[src/rtl/rx_port_arb_pkg.sv]
// rtl/rx_port_arb_pkg.sv - shared widths and FSM encoding for the receive port arbiter
package rx_port_arb_pkg;

    localparam int XGMII_W = 64;
    localparam int MOD_W   = 3;

    typedef enum logic [1:0] {
        ARB_IDLE  = 2'd0,
        ARB_XFER  = 2'd1,
        ARB_FLUSH = 2'd2
    } arb_state_e;

endpackage

[src/rtl/rx_port_arb_if.sv]
// rtl/rx_port_arb_if.sv - per-port FIFO heads in, merged frame stream out
// Port summary:
//   PortVld/PortRxd/PortSof/PortEof/PortMod/PortErr : show-ahead FIFO heads, one lane per port
//   PortRd                                          : pop strobes back to the FIFOs
//   ArbRdy                                          : downstream accepts a beat next cycle
//   ArbRxdv/ArbRxd/ArbRxSof/ArbRxEof/ArbRxMod/ArbErr/ArbPort : merged, port-tagged stream
//   SyncErr                                         : stray beat discarded
// master = FIFO side plus downstream sink, slave = arbiter.
interface rx_port_arb_if #(
    parameter int NUM_PORTS = 4,
    parameter int PORT_W    = 2
);
    import rx_port_arb_pkg::*;

    logic [NUM_PORTS-1:0]         PortVld;
    logic [XGMII_W*NUM_PORTS-1:0] PortRxd;
    logic [NUM_PORTS-1:0]         PortSof;
    logic [NUM_PORTS-1:0]         PortEof;
    logic [MOD_W*NUM_PORTS-1:0]   PortMod;
    logic [NUM_PORTS-1:0]         PortErr;
    logic [NUM_PORTS-1:0]         PortRd;
    logic                         ArbRdy;
    logic                         ArbRxdv;
    logic [XGMII_W-1:0]           ArbRxd;
    logic                         ArbRxSof;
    logic                         ArbRxEof;
    logic [MOD_W-1:0]             ArbRxMod;
    logic                         ArbErr;
    logic [PORT_W-1:0]            ArbPort;
    logic                         SyncErr;

    modport master (
        output PortVld, PortRxd, PortSof, PortEof, PortMod, PortErr, ArbRdy,
        input  PortRd, ArbRxdv, ArbRxd, ArbRxSof, ArbRxEof, ArbRxMod, ArbErr, ArbPort, SyncErr
    );

    modport slave (
        input  PortVld, PortRxd, PortSof, PortEof, PortMod, PortErr, ArbRdy,
        output PortRd, ArbRxdv, ArbRxd, ArbRxSof, ArbRxEof, ArbRxMod, ArbErr, ArbPort, SyncErr
    );

endinterface

[src/rtl/rx_port_arb_rr_pick.sv]
// rtl/rx_port_arb_rr_pick.sv - combinational round-robin pick starting at a pointer
// Ports:
//   req_i : request vector
//   ptr_i : index that has highest priority this cycle
//   gnt_o : one-hot grant
//   idx_o : grant index
//   any_o : at least one request present
module rr_pick #(
    parameter int NUM_PORTS = 4,
    parameter int PORT_W    = 2
) (
    input  logic [NUM_PORTS-1:0] req_i,
    input  logic [PORT_W-1:0]    ptr_i,
    output logic [NUM_PORTS-1:0] gnt_o,
    output logic [PORT_W-1:0]    idx_o,
    output logic                 any_o
);

    int  j;
    logic found;

    // Walk from the pointer upward with wrap-around; the first request wins.
    always_comb begin
        gnt_o = '0;
        idx_o = '0;
        found = 1'b0;
        j     = 0;
        for (int k = 0; k < NUM_PORTS; k++) begin
            j = int'(ptr_i) + k;
            if (j >= NUM_PORTS) begin
                j = j - NUM_PORTS;
            end
            if (!found && req_i[j]) begin
                found    = 1'b1;
                gnt_o[j] = 1'b1;
                idx_o    = PORT_W'(j);
            end
        end
        any_o = found;
    end

endmodule

[src/rtl/rx_port_arb.sv]
// rtl/rx_port_arb.sv - packet-granular round-robin merge of per-port receive streams
// Ports:
//   Clk   : clock
//   Reset : asynchronous, active-high reset
//   rx_if : slave side of rx_port_arb_if (FIFO heads in, PortRd out, tagged stream out)
module rx_port_arb
    import rx_port_arb_pkg::*;
#(
    parameter int NUM_PORTS = 4,
    parameter int PORT_W    = 2,
    parameter int MAX_BEATS = 1200,
    parameter int CNT_W     = 11
) (
    input  logic         Clk,
    input  logic         Reset,
    rx_port_arb_if.slave rx_if
);

    localparam logic [CNT_W-1:0]  LAST_CNT  = CNT_W'(MAX_BEATS - 1);
    localparam logic [CNT_W-1:0]  SAT_CNT   = CNT_W'(MAX_BEATS);
    localparam logic [PORT_W-1:0] LAST_PORT = PORT_W'(NUM_PORTS - 1);

    arb_state_e            state_q, state_d;
    logic [PORT_W-1:0]     ptr_q, ptr_d;
    logic [PORT_W-1:0]     grant_q, grant_d;
    logic [NUM_PORTS-1:0]  gnt_oh_q, gnt_oh_d;
    logic [CNT_W-1:0]      cnt_q, cnt_d;

    logic [NUM_PORTS-1:0]  cand, stray, stray_oh;
    logic [NUM_PORTS-1:0]  pick_gnt;
    logic [PORT_W-1:0]     pick_idx;
    logic                  pick_any;

    logic [XGMII_W-1:0]    sel_rxd;
    logic [MOD_W-1:0]      sel_mod;
    logic                  sel_vld, sel_sof, sel_eof, sel_err;

    logic [NUM_PORTS-1:0]  port_rd;
    logic                  pop, fwd, stray_pop;
    logic                  at_limit, trunc;
    logic [PORT_W-1:0]     ptr_next;
    logic [CNT_W-1:0]      cnt_inc;

    logic                  rxdv_q, sof_q, eof_q, err_q, sync_q;
    logic [XGMII_W-1:0]    rxd_q;
    logic [MOD_W-1:0]      mod_q;
    logic [PORT_W-1:0]     port_q;

    // A head without SOF seen between frames can never start a frame; it is a stray.
    assign cand     = rx_if.PortVld & rx_if.PortSof;
    assign stray    = rx_if.PortVld & ~rx_if.PortSof;
    assign stray_oh = stray & (~stray + NUM_PORTS'(1));

    rr_pick #(
        .NUM_PORTS (NUM_PORTS),
        .PORT_W    (PORT_W)
    ) u_rr_pick (
        .req_i (cand),
        .ptr_i (ptr_q),
        .gnt_o (pick_gnt),
        .idx_o (pick_idx),
        .any_o (pick_any)
    );

    // Head of the granted port.
    assign sel_rxd = rx_if.PortRxd[grant_q*XGMII_W +: XGMII_W];
    assign sel_mod = rx_if.PortMod[grant_q*MOD_W +: MOD_W];
    assign sel_vld = rx_if.PortVld[grant_q];
    assign sel_sof = rx_if.PortSof[grant_q];
    assign sel_eof = rx_if.PortEof[grant_q];
    assign sel_err = rx_if.PortErr[grant_q];

    assign ptr_next = (grant_q == LAST_PORT) ? '0 : grant_q + 1'b1;
    assign cnt_inc  = (cnt_q == SAT_CNT) ? cnt_q : cnt_q + 1'b1;
    assign at_limit = (cnt_q == LAST_CNT);
    // An EOF landing on the limit is a normal end, so only non-EOF beats truncate.
    assign trunc    = fwd & ~sel_eof & at_limit;

    always_ff @(posedge Clk or posedge Reset) begin
        if (Reset) begin
            state_q  <= ARB_IDLE;
            ptr_q    <= '0;
            grant_q  <= '0;
            gnt_oh_q <= '0;
            cnt_q    <= '0;
        end else begin
            state_q  <= state_d;
            ptr_q    <= ptr_d;
            grant_q  <= grant_d;
            gnt_oh_q <= gnt_oh_d;
            cnt_q    <= cnt_d;
        end
    end

    always_comb begin
        state_d  = state_q;
        ptr_d    = ptr_q;
        grant_d  = grant_q;
        gnt_oh_d = gnt_oh_q;
        cnt_d    = cnt_q;
        case (state_q)
            ARB_IDLE: begin
                if (pick_any) begin
                    state_d  = ARB_XFER;
                    grant_d  = pick_idx;
                    gnt_oh_d = pick_gnt;
                    cnt_d    = '0;
                end
            end
            ARB_XFER: begin
                if (pop) begin
                    if (sel_eof) begin
                        state_d = ARB_IDLE;
                        ptr_d   = ptr_next;
                        cnt_d   = '0;
                    end else begin
                        cnt_d = cnt_inc;
                        if (at_limit) begin
                            state_d = ARB_FLUSH;
                        end
                    end
                end
            end
            ARB_FLUSH: begin
                if (pop && sel_eof) begin
                    state_d = ARB_IDLE;
                    ptr_d   = ptr_next;
                    cnt_d   = '0;
                end
            end
            default: begin
                state_d = ARB_IDLE;
            end
        endcase
    end

    // Pop strobes. IDLE only drains strays; the granted port is popped from the next cycle.
    always_comb begin
        port_rd   = '0;
        pop       = 1'b0;
        fwd       = 1'b0;
        stray_pop = 1'b0;
        if (!Reset) begin
            case (state_q)
                ARB_IDLE: begin
                    if (|stray) begin
                        port_rd   = stray_oh;
                        stray_pop = 1'b1;
                    end
                end
                ARB_XFER: begin
                    if (sel_vld && rx_if.ArbRdy) begin
                        port_rd = gnt_oh_q;
                        pop     = 1'b1;
                        fwd     = 1'b1;
                    end
                end
                ARB_FLUSH: begin
                    if (sel_vld) begin
                        port_rd = gnt_oh_q;
                        pop     = 1'b1;
                    end
                end
                default: begin
                    port_rd = '0;
                end
            endcase
        end
    end

    always_ff @(posedge Clk or posedge Reset) begin
        if (Reset) begin
            rxdv_q <= 1'b0;
            rxd_q  <= '0;
            sof_q  <= 1'b0;
            eof_q  <= 1'b0;
            mod_q  <= '0;
            err_q  <= 1'b0;
            port_q <= '0;
            sync_q <= 1'b0;
        end else begin
            rxdv_q <= fwd;
            rxd_q  <= fwd ? sel_rxd : '0;
            sof_q  <= fwd & sel_sof;
            eof_q  <= fwd & (sel_eof | at_limit);
            mod_q  <= (fwd && !trunc) ? sel_mod : '0;
            err_q  <= trunc | (fwd & sel_sof & sel_err);
            port_q <= fwd ? grant_q : '0;
            sync_q <= stray_pop;
        end
    end

    assign rx_if.PortRd   = port_rd;
    assign rx_if.ArbRxdv  = rxdv_q;
    assign rx_if.ArbRxd   = rxd_q;
    assign rx_if.ArbRxSof = sof_q;
    assign rx_if.ArbRxEof = eof_q;
    assign rx_if.ArbRxMod = mod_q;
    assign rx_if.ArbErr   = err_q;
    assign rx_if.ArbPort  = port_q;
    assign rx_if.SyncErr  = sync_q;

endmodule
[src/flat_wrapper.sv]
// flat-port wrapper written by rule: the top's interface ports become plain ports
module rx_port_arb_flat import rx_port_arb_pkg::*;
#(
    parameter int NUM_PORTS = 4,
    parameter int PORT_W    = 2,
    parameter int MAX_BEATS = 1200,
    parameter int CNT_W     = 11
)
  (Clk, Reset, rx_if_PortVld, rx_if_PortRxd, rx_if_PortSof, rx_if_PortEof, rx_if_PortMod, rx_if_PortErr, rx_if_ArbRdy, rx_if_PortRd, rx_if_ArbRxdv, rx_if_ArbRxd, rx_if_ArbRxSof, rx_if_ArbRxEof, rx_if_ArbRxMod, rx_if_ArbErr, rx_if_ArbPort, rx_if_SyncErr);
  rx_port_arb_if #(.NUM_PORTS(NUM_PORTS), .PORT_W(PORT_W)) rx_if_i ();
  input  logic Clk;
  input  logic Reset;
  input wire logic [$bits(rx_if_i.PortVld)-1:0] rx_if_PortVld;
  input wire logic [$bits(rx_if_i.PortRxd)-1:0] rx_if_PortRxd;
  input wire logic [$bits(rx_if_i.PortSof)-1:0] rx_if_PortSof;
  input wire logic [$bits(rx_if_i.PortEof)-1:0] rx_if_PortEof;
  input wire logic [$bits(rx_if_i.PortMod)-1:0] rx_if_PortMod;
  input wire logic [$bits(rx_if_i.PortErr)-1:0] rx_if_PortErr;
  input wire logic [$bits(rx_if_i.ArbRdy)-1:0] rx_if_ArbRdy;
  output wire logic [$bits(rx_if_i.PortRd)-1:0] rx_if_PortRd;
  output wire logic [$bits(rx_if_i.ArbRxdv)-1:0] rx_if_ArbRxdv;
  output wire logic [$bits(rx_if_i.ArbRxd)-1:0] rx_if_ArbRxd;
  output wire logic [$bits(rx_if_i.ArbRxSof)-1:0] rx_if_ArbRxSof;
  output wire logic [$bits(rx_if_i.ArbRxEof)-1:0] rx_if_ArbRxEof;
  output wire logic [$bits(rx_if_i.ArbRxMod)-1:0] rx_if_ArbRxMod;
  output wire logic [$bits(rx_if_i.ArbErr)-1:0] rx_if_ArbErr;
  output wire logic [$bits(rx_if_i.ArbPort)-1:0] rx_if_ArbPort;
  output wire logic [$bits(rx_if_i.SyncErr)-1:0] rx_if_SyncErr;
  assign rx_if_i.PortVld = rx_if_PortVld;
  assign rx_if_i.PortRxd = rx_if_PortRxd;
  assign rx_if_i.PortSof = rx_if_PortSof;
  assign rx_if_i.PortEof = rx_if_PortEof;
  assign rx_if_i.PortMod = rx_if_PortMod;
  assign rx_if_i.PortErr = rx_if_PortErr;
  assign rx_if_i.ArbRdy = rx_if_ArbRdy;
  assign rx_if_PortRd = rx_if_i.PortRd;
  assign rx_if_ArbRxdv = rx_if_i.ArbRxdv;
  assign rx_if_ArbRxd = rx_if_i.ArbRxd;
  assign rx_if_ArbRxSof = rx_if_i.ArbRxSof;
  assign rx_if_ArbRxEof = rx_if_i.ArbRxEof;
  assign rx_if_ArbRxMod = rx_if_i.ArbRxMod;
  assign rx_if_ArbErr = rx_if_i.ArbErr;
  assign rx_if_ArbPort = rx_if_i.ArbPort;
  assign rx_if_SyncErr = rx_if_i.SyncErr;
  rx_port_arb #(.NUM_PORTS(NUM_PORTS), .PORT_W(PORT_W), .MAX_BEATS(MAX_BEATS), .CNT_W(CNT_W)) u_core (.Clk(Clk), .Reset(Reset), .rx_if(rx_if_i));
endmodule
[config.mk]
export PLATFORM = sky130hd
export DESIGN_NAME = rx_port_arb_flat
export DESIGN_NICKNAME = d
export VERILOG_FILES = /design/src/rtl/rx_port_arb_pkg.sv /design/src/rtl/rx_port_arb_if.sv /design/src/rtl/rx_port_arb_rr_pick.sv /design/src/rtl/rx_port_arb.sv /design/src/flat_wrapper.sv
export SDC_FILE = /design/constraint.sdc
export NUM_CORES = 1
export LEC_CHECK = 0
export ABC_CLOCK_PERIOD_IN_PS = 3600
export CAP_MARGIN = 20
export CORE_AREA = 2 2 143 145
export DETAILED_ROUTE_END_ITERATION = 10
export DIE_AREA = 0 0 145 147
export GPL_TIMING_DRIVEN = 0
export PLACE_DENSITY = 0.67
export SLEW_MARGIN = 20
export SYNTH_ARGS = -nofsm -noshare
export SYNTH_HDL_FRONTEND = slang
export SYNTH_SLANG_ARGS = --single-unit
export TNS_END_PERCENT = 5
[constraint.sdc]
create_clock -name Clk -period 3.6 [get_ports Clk]
set_clock_uncertainty 0.05 [all_clocks]
set_input_delay 0.54 -clock Clk [delete_from_list [all_inputs] [get_ports Clk]]
set_output_delay 0.54 -clock Clk [all_outputs]
set_load 0.05 [all_outputs]
==> impl_metrics.json, run 1 <==
{
  "viasPerCell": 4.95,
  "finalMaxSlewViolations": 0,
  "max-cap-violations": 0,
  "drt_pass1_iterations": 6,
  "endpoint_kind": "output port",
  "grt_pass1_vias": 5812,
  "synthFlopType": "dfrtp_1",
  "cpPeakStageDelay_ns": 0.84,
  "syn_area_sq_um": 5840,
  "rsz0062_at_grt": "false",
  "postCtsSetupRepairBufs": 0,
  "finalHoldViolations": 0,
  "syn_to_final_growth_pct": 74.2,
  "slew_headroom_pct": 36.4,
  "seqCellArea_sq_um": 2380,
  "finalWirelength_mm": 24.9,
  "grt_pass1_wl_mm": 36.9,
  "cpLargestDelayFamily": "buffers and inverters",
  "clk_path_buf_depth": 2,
  "dp_hpwl_mm": 20.6,
  "cts_made_buffers": 9,
  "hold_path_class": "input port to asynchronous set/reset pin",
  "ir_worst_vdd_v": 0.000246,
  "finalSetupViolCount": 0,
  "power_density_nw_per_um2": 535,
  "num_rows": 52,
  "layout_worst_path_cycle_share_pct": 95.8,
  "die_y_um": 147,
  "cp.required_ns": 3.01,
  "critical_path_buf_inv_count": 2,
  "grt_use_total_pct": 23.3,
  "layout.nets": 1150,
  "drtAntennaViolNets": 0,
  "synth_common_cells": "dfrtp_1, and2_1, mux4_2",
  "status": "complete, no violations",
  "syn_nets": 775,
  "cpMostUsedCell": "clkdlybuf4s50_1",
  "cts_root_buf": "clkbuf_16",
  "p_total_uw": 5440,
  "multi_input_area_sq_um": 3270,
  "grt-ovfl-total": 0,
  "initialDrtViolationCount": 261,
  "grt_max_degree": 75,
  "vias": 5599,
  "setup_ws_ns": 0.150,
  "wl_per_cell_um": 22.0,
  "synthTopCellsByArea": "dfrtp_1, mux4_2, and2_1",
  "cts_hold_buf": 0,
  "cts_tree": "done",
  "nFillCells": 1800,
  "antenna_found_initial": 13,
  "die_area_sq_um": 21300,
  "htree_levels": 3,
  "gp_congestion": 0.896,
  "dp_slack_ns": 0.0329,
  "clkLatencyLatePin_ns": 0.35,
  "path_class": "input port to output port",
  "yosysTopAreaCell": "dfrtp_1",
  "synth_top_area_share_pct": 40.7,
  "async_flop_share_pct": 100,
  "drc": 0,
  "yosysSeqAreaShare_pct": 40.7,
  "top_level_ports": 365,
  "yosysWarningCount": 0,
  "ys_seq_elements": 95,
  "fmax_ghz": 0.290,
  "clkSinkCount": 95,
  "p_leak_uw": 0.00407,
  "arrival_ns": 2.86,
  "synthCells": 474,
  "core-area_sq_um": 19800,
  "drive_gt1_share_pct": 11.4,
  "synth.distinct_cells": 49,
  "syn_area_per_cell_sq_um": 12.3,
  "startpoint_type": "input port",
  "synth_most_common_cell": "dfrtp_1",
  "synth_edf_count": 0,
  "slowest_stage": "clkdlybuf4s50_1",
  "fin_crit_ns": 3.45,
  "path_clk_slew_ns": 0.07,
  "crit_path_max_fanout": 6,
  "start_util_pct": 29.4,
  "worst-slew-pin-transition_ns": 0.953,
  "fp.dieW_um": 145,
  "io_buffers": 363,
  "crit_chain": "clkdlybuf4s50_1 -> mux2i_1 -> nand2_1 -> o21ai_1 -> nor2_1 -> a22oi_1 -> nor3_1 -> clkdlybuf4s50_1"
}
layout by cell type (no fill, tap or decap), types with 2 or more instances in the layout:
master,Yosys,final
nand3b_1,4,4
nor3_1,9,9
o21ai_1,11,11
a221oi_1,4,4
a31oi_1,2,2
mux2_2,2,2
a211oi_1,2,2
a21oi_1,10,10
nor2b_1,2,2
nand2b_1,8,8
or3_1,5,5
nand3_1,11,11
mux2i_1,2,2
and3_1,5,5
a22oi_1,2,2
o31ai_1,8,8
o41ai_1,2,2
clkdlybuf4s50_1,0,362
ha_1,14,14
clkbuf_8,0,2
clkbuf_1,29,31
and2_1,71,71
dfrtp_1,95,95
mux4_2,71,71
diode_2,0,8
buf_2,4,4
inv_1,12,11
o211ai_1,3,3
mux2_1,2,2
clkbuf_16,0,9
o21ai_0,22,22
nor2_1,19,19
o21a_1,2,2
nand2_1,22,22
sequential cells by signal, indices dropped and copies added, names as in the netlist, 2 cells and up:
| signal | count |
|---|---|
| u_core.ptr_q | 2 |
| u_core.state_q | 2 |
| u_core.rx_if.ArbRxMod | 3 |
| u_core.rx_if.ArbPort | 2 |
| u_core.grant_q | 2 |
| u_core.rx_if.ArbRxd | 64 |
| u_core.gnt_oh_q | 4 |
| u_core.cnt_q | 11 |
where the power goes:
part	switching, uW	leakage [uW]	internal, uW
clock	425	0.000147	580
combinational	1630	0.00262	1490
sequential	87.3	0.00130	1220
path summary, 6_finish.rpt:
path	from	slack (ns)	endpoint	cells after the start
min reg2reg	u_core.cnt_q[10]$_DFFE_PP0P_	0.44	u_core.cnt_q[10]$_DFFE_PP0P_	1
min	Reset	0.27	u_core.rx_if.SyncErr$_DFF_PP0_	2
max in group asynchronous	Reset	2.56	u_core.rx_if.ArbRxd[19]$_DFF_PP0_	3
max reg2reg	u_core.ptr_q[0]$_DFFE_PP0P_	0.69	u_core.grant_q[1]$_DFFE_PP0P_	9
min in group Clk	u_core.cnt_q[10]$_DFFE_PP0P_	0.44	u_core.cnt_q[10]$_DFFE_PP0P_	1
max	rx_if_PortVld[3]	0.15	rx_if_PortRd[1]	8
timing repair:
item                                    in CTS  in global routing
endpoints found under the setup margin       4                  1
pin swaps                                    0                  0
endpoints found under the hold margin        0                  0
resized for setup                            1                  1
metal layers:
layer | up-vias | routed length, um | global-route usage (%) | share of wire, %
met2 | 232 | 11800 | 37.3 | 47
li1 | 2555 | - | - | -
met4 | 8 | 506 | 7.13 | 2.0
met5 | - | 46 | 0 | 0.18
met3 | 37 | 2400 | 9.47 | 9.6
met1 | 2767 | 10200 | 29.1 | 41
final cells by class:
type,instances,share of cell area [%]
Antenna cell,8,0.197
Buffer,34,1.39
Clock buffer,14,2.60
Clock inverter,2,0.381
Inverter,13,0.529
Multi-Input combinational cell,332,32.2
Sequential cell,95,23.4
Tap cell,270,3.32
Timing Repair Buffer,364,36.0
stage by stage:
stage	cell area (sq um)	utilization, %	hold WS [ns]	TNS (ns)	std cells
3_3_place_gp	9810	49.4	0.430	-97.49	1107
6_report	10200	51.2	0.270	0	1132
2_1_floorplan	5840	-	0.403	0	474
4_1_cts	10100	51.1	0.274	0	1124
5_1_grt	10200	51.2	0.302	0	1126
3_5_place_dp	9840	49.6	0.431	0	1108
logic make-up after synthesis:
| family | after synthesis | synth area share (%) |
|---|---|---|
| AND/OR/NAND/NOR | 160 | 15.1 |
| adder cells (fa/ha/maj) | 14 | 3.00 |
| buffers and inverters | 47 | 3.24 |
| AO/OA/AOI/OAI | 81 | 9.41 |
| multiplexers | 77 | 28.5 |
| flip-flops | 95 | 40.7 |
Note: power is estimated with default switching activity, not from simulation.
==> inputs of run 2 (changes only) <==
- GPL_TIMING_DRIVEN: 0 -> 1
- SLEW_MARGIN: 20 -> 40
==> impl_metrics.json, run 2 (synthesis results as in run 1) <==
{
  "status": "complete, no violations",
  "grt_use_total_pct": 22.2,
  "htree_levels": 3,
  "grt_max_degree": 77,
  "reg2reg_slack_ns": 0.86,
  "largest_register_ffs": 64,
  "drc": 0,
  "r2r_start": "u_core.grant_q[1]$_DFFE_PP0P_",
  "wl_per_cell_um": 21.7,
  "finalHoldViolations": 0,
  "viasPerCell": 4.91,
  "cts_hold_buf": 0,
  "path_clk_slew_ns": 0.07,
  "clk_path_buf_depth": 2,
  "ir_worst_vdd_v": 0.000250,
  "cts_tree": "done",
  "hold_path_class": "flip-flop to flip-flop",
  "finalMaxSlewViolations": 0,
  "reg2reg_depth": 5,
  "layout_worst_path_cycle_share_pct": 81.6,
  "fp.dieW_um": 145,
  "grt_pass1_vias": 5456,
  "top_level_ports": 365,
  "p_int_uw": 3180,
  "p_comb_share_pct": 56.6,
  "grt_pass1_wl_mm": 35.2,
  "layout.nets": 1122,
  "finalSetupViolCount": 0,
  "finalWirelength_mm": 23.9,
  "startpoint_type": "input port",
  "io_buffers": 364,
  "cts_root_buf": "clkbuf_16",
  "tns_ns": 0,
  "final_cell_mix": "clkdlybuf4s50_1, dfrtp_1, and2_1, mux4_2",
  "clkSinkCount": 95,
  "worst-slew-pin-transition_ns": 0.768,
  "p_leak_uw": 0.00401,
  "p_sw_uw": 2040,
  "core-area_sq_um": 19800,
  "final_common_cell": "clkdlybuf4s50_1",
  "die_area_sq_um": 21300,
  "cp.required_ns": 3.01,
  "slew_headroom_pct": 48.8,
  "power_density_nw_per_um2": 519,
  "clkLatencyLatePin_ns": 0.34,
  "vias": 5407,
  "drive_gt1_share_pct": 12.6,
  "antenna_found_initial": 13,
  "syn_to_final_growth_pct": 72.2,
  "dp_hpwl_mm": 19.2,
  "switching_share_pct": 39.1,
  "num_rows": 52,
  "seq_power_share_pct": 26.0,
  "arrival_ns": 2.35,
  "fmax_ghz": 0.341,
  "gp_congestion": 0.844,
  "postCtsSetupRepairBufs": 0,
  "cts_resized": 0,
  "r2r_end": "u_core.cnt_q[5]$_DFFE_PP0P_",
  "utilization_pct": 50.6,
  "drt_pass1_iterations": 5,
  "drtAntennaViolNets": 0,
  "path_class": "input port to output port",
  "grt-ovfl-total": 0,
  "start_util_pct": 29.4,
  "rsz0062_at_grt": "false",
  "cts_made_buffers": 9,
  "die_y_um": 147,
  "crit_end": "rx_if_PortRd[0]",
  "endpoint_kind": "output port",
  "pwr-share-clk_pct": 17.4,
  "fin_crit_ns": 2.94,
  "crit_start": "rx_if_PortVld[3]",
  "max-cap-violations": 0,
  "crit_path_max_fanout": 6,
  "initialDrtViolationCount": 270
}
## run 2: how the worst min path moves through the flow
| stage | from | end | slack (ns) | cells after the start |
|---|---|---|---|---|
| global placement | u_core.cnt_q[10]$_DFFE_PP0P_ | u_core.cnt_q[10]$_DFFE_PP0P_ | 0.44 | 1 |
| floorplan | u_core.cnt_q[10]$_DFFE_PP0P_ | u_core.cnt_q[10]$_DFFE_PP0P_ | 0.40 | 1 |
| finish | u_core.cnt_q[10]$_DFFE_PP0P_ | u_core.cnt_q[10]$_DFFE_PP0P_ | 0.45 | 1 |
| global route | u_core.cnt_q[6]$_DFFE_PP0P_ | u_core.cnt_q[6]$_DFFE_PP0P_ | 0.50 | 1 |
| detailed placement | u_core.cnt_q[10]$_DFFE_PP0P_ | u_core.cnt_q[10]$_DFFE_PP0P_ | 0.44 | 1 |
| CTS | u_core.cnt_q[10]$_DFFE_PP0P_ | u_core.cnt_q[10]$_DFFE_PP0P_ | 0.46 | 1 |
## run 2: through the flow
stage                     hold WS, ns  instance area, sq um  std cells  power, uW  setup slack, ns
after floorplan                 0.403                  5840        474       3440            0.352
after global placement          0.442                  9760       1080       4350            0.541
after detailed placement        0.440                  9760       1080       4370            0.476
after CTS                       0.455                 10000       1095       5300            0.601
after global routing            0.499                 10000       1096       5540            0.544
final                           0.453                 10100       1102       5220            0.664
## run 2: critical path: stages
cell	delay, ns
clkdlybuf4s50_1	0.56
mux2i_1	0.17
nand2_1	0.10
o21ai_1	0.09
nor2_1	0.24
o2bb2a_1	0.25
nor3_1	0.15
buf_4	0.23
## run 2: final cells by class
class,count,area (sq um)
Timing Repair Buffer,370,3720
Antenna cell,7,17.5
Multi-Input combinational cell,332,3270
Inverter,13,51.3
Sequential cell,95,2380
Clock buffer,10,239
Fill cell,1803,9790
Tap cell,270,338
Clock inverter,5,33.8
## run 2: power groups by stage
stage               Clock (uW)  Combinational, uW  Sequential [uW]
floorplan                    0               1780             1660
global placement             0               2970             1380
detailed placement           0               2990             1380
CTS                        942               3000             1360
global route               969               3190             1380
finish                     907               2960             1360
## run 2: routing by layer
metal | track usage, % | up-vias | part of all wire, %
met5 | 0 | - | 0.33
met4 | 5.69 | 12 | 1.5
met3 | 9.66 | 31 | 10
met2 | 35.2 | 220 | 47
met1 | 27.9 | 2656 | 41
li1 | - | 2488 | -
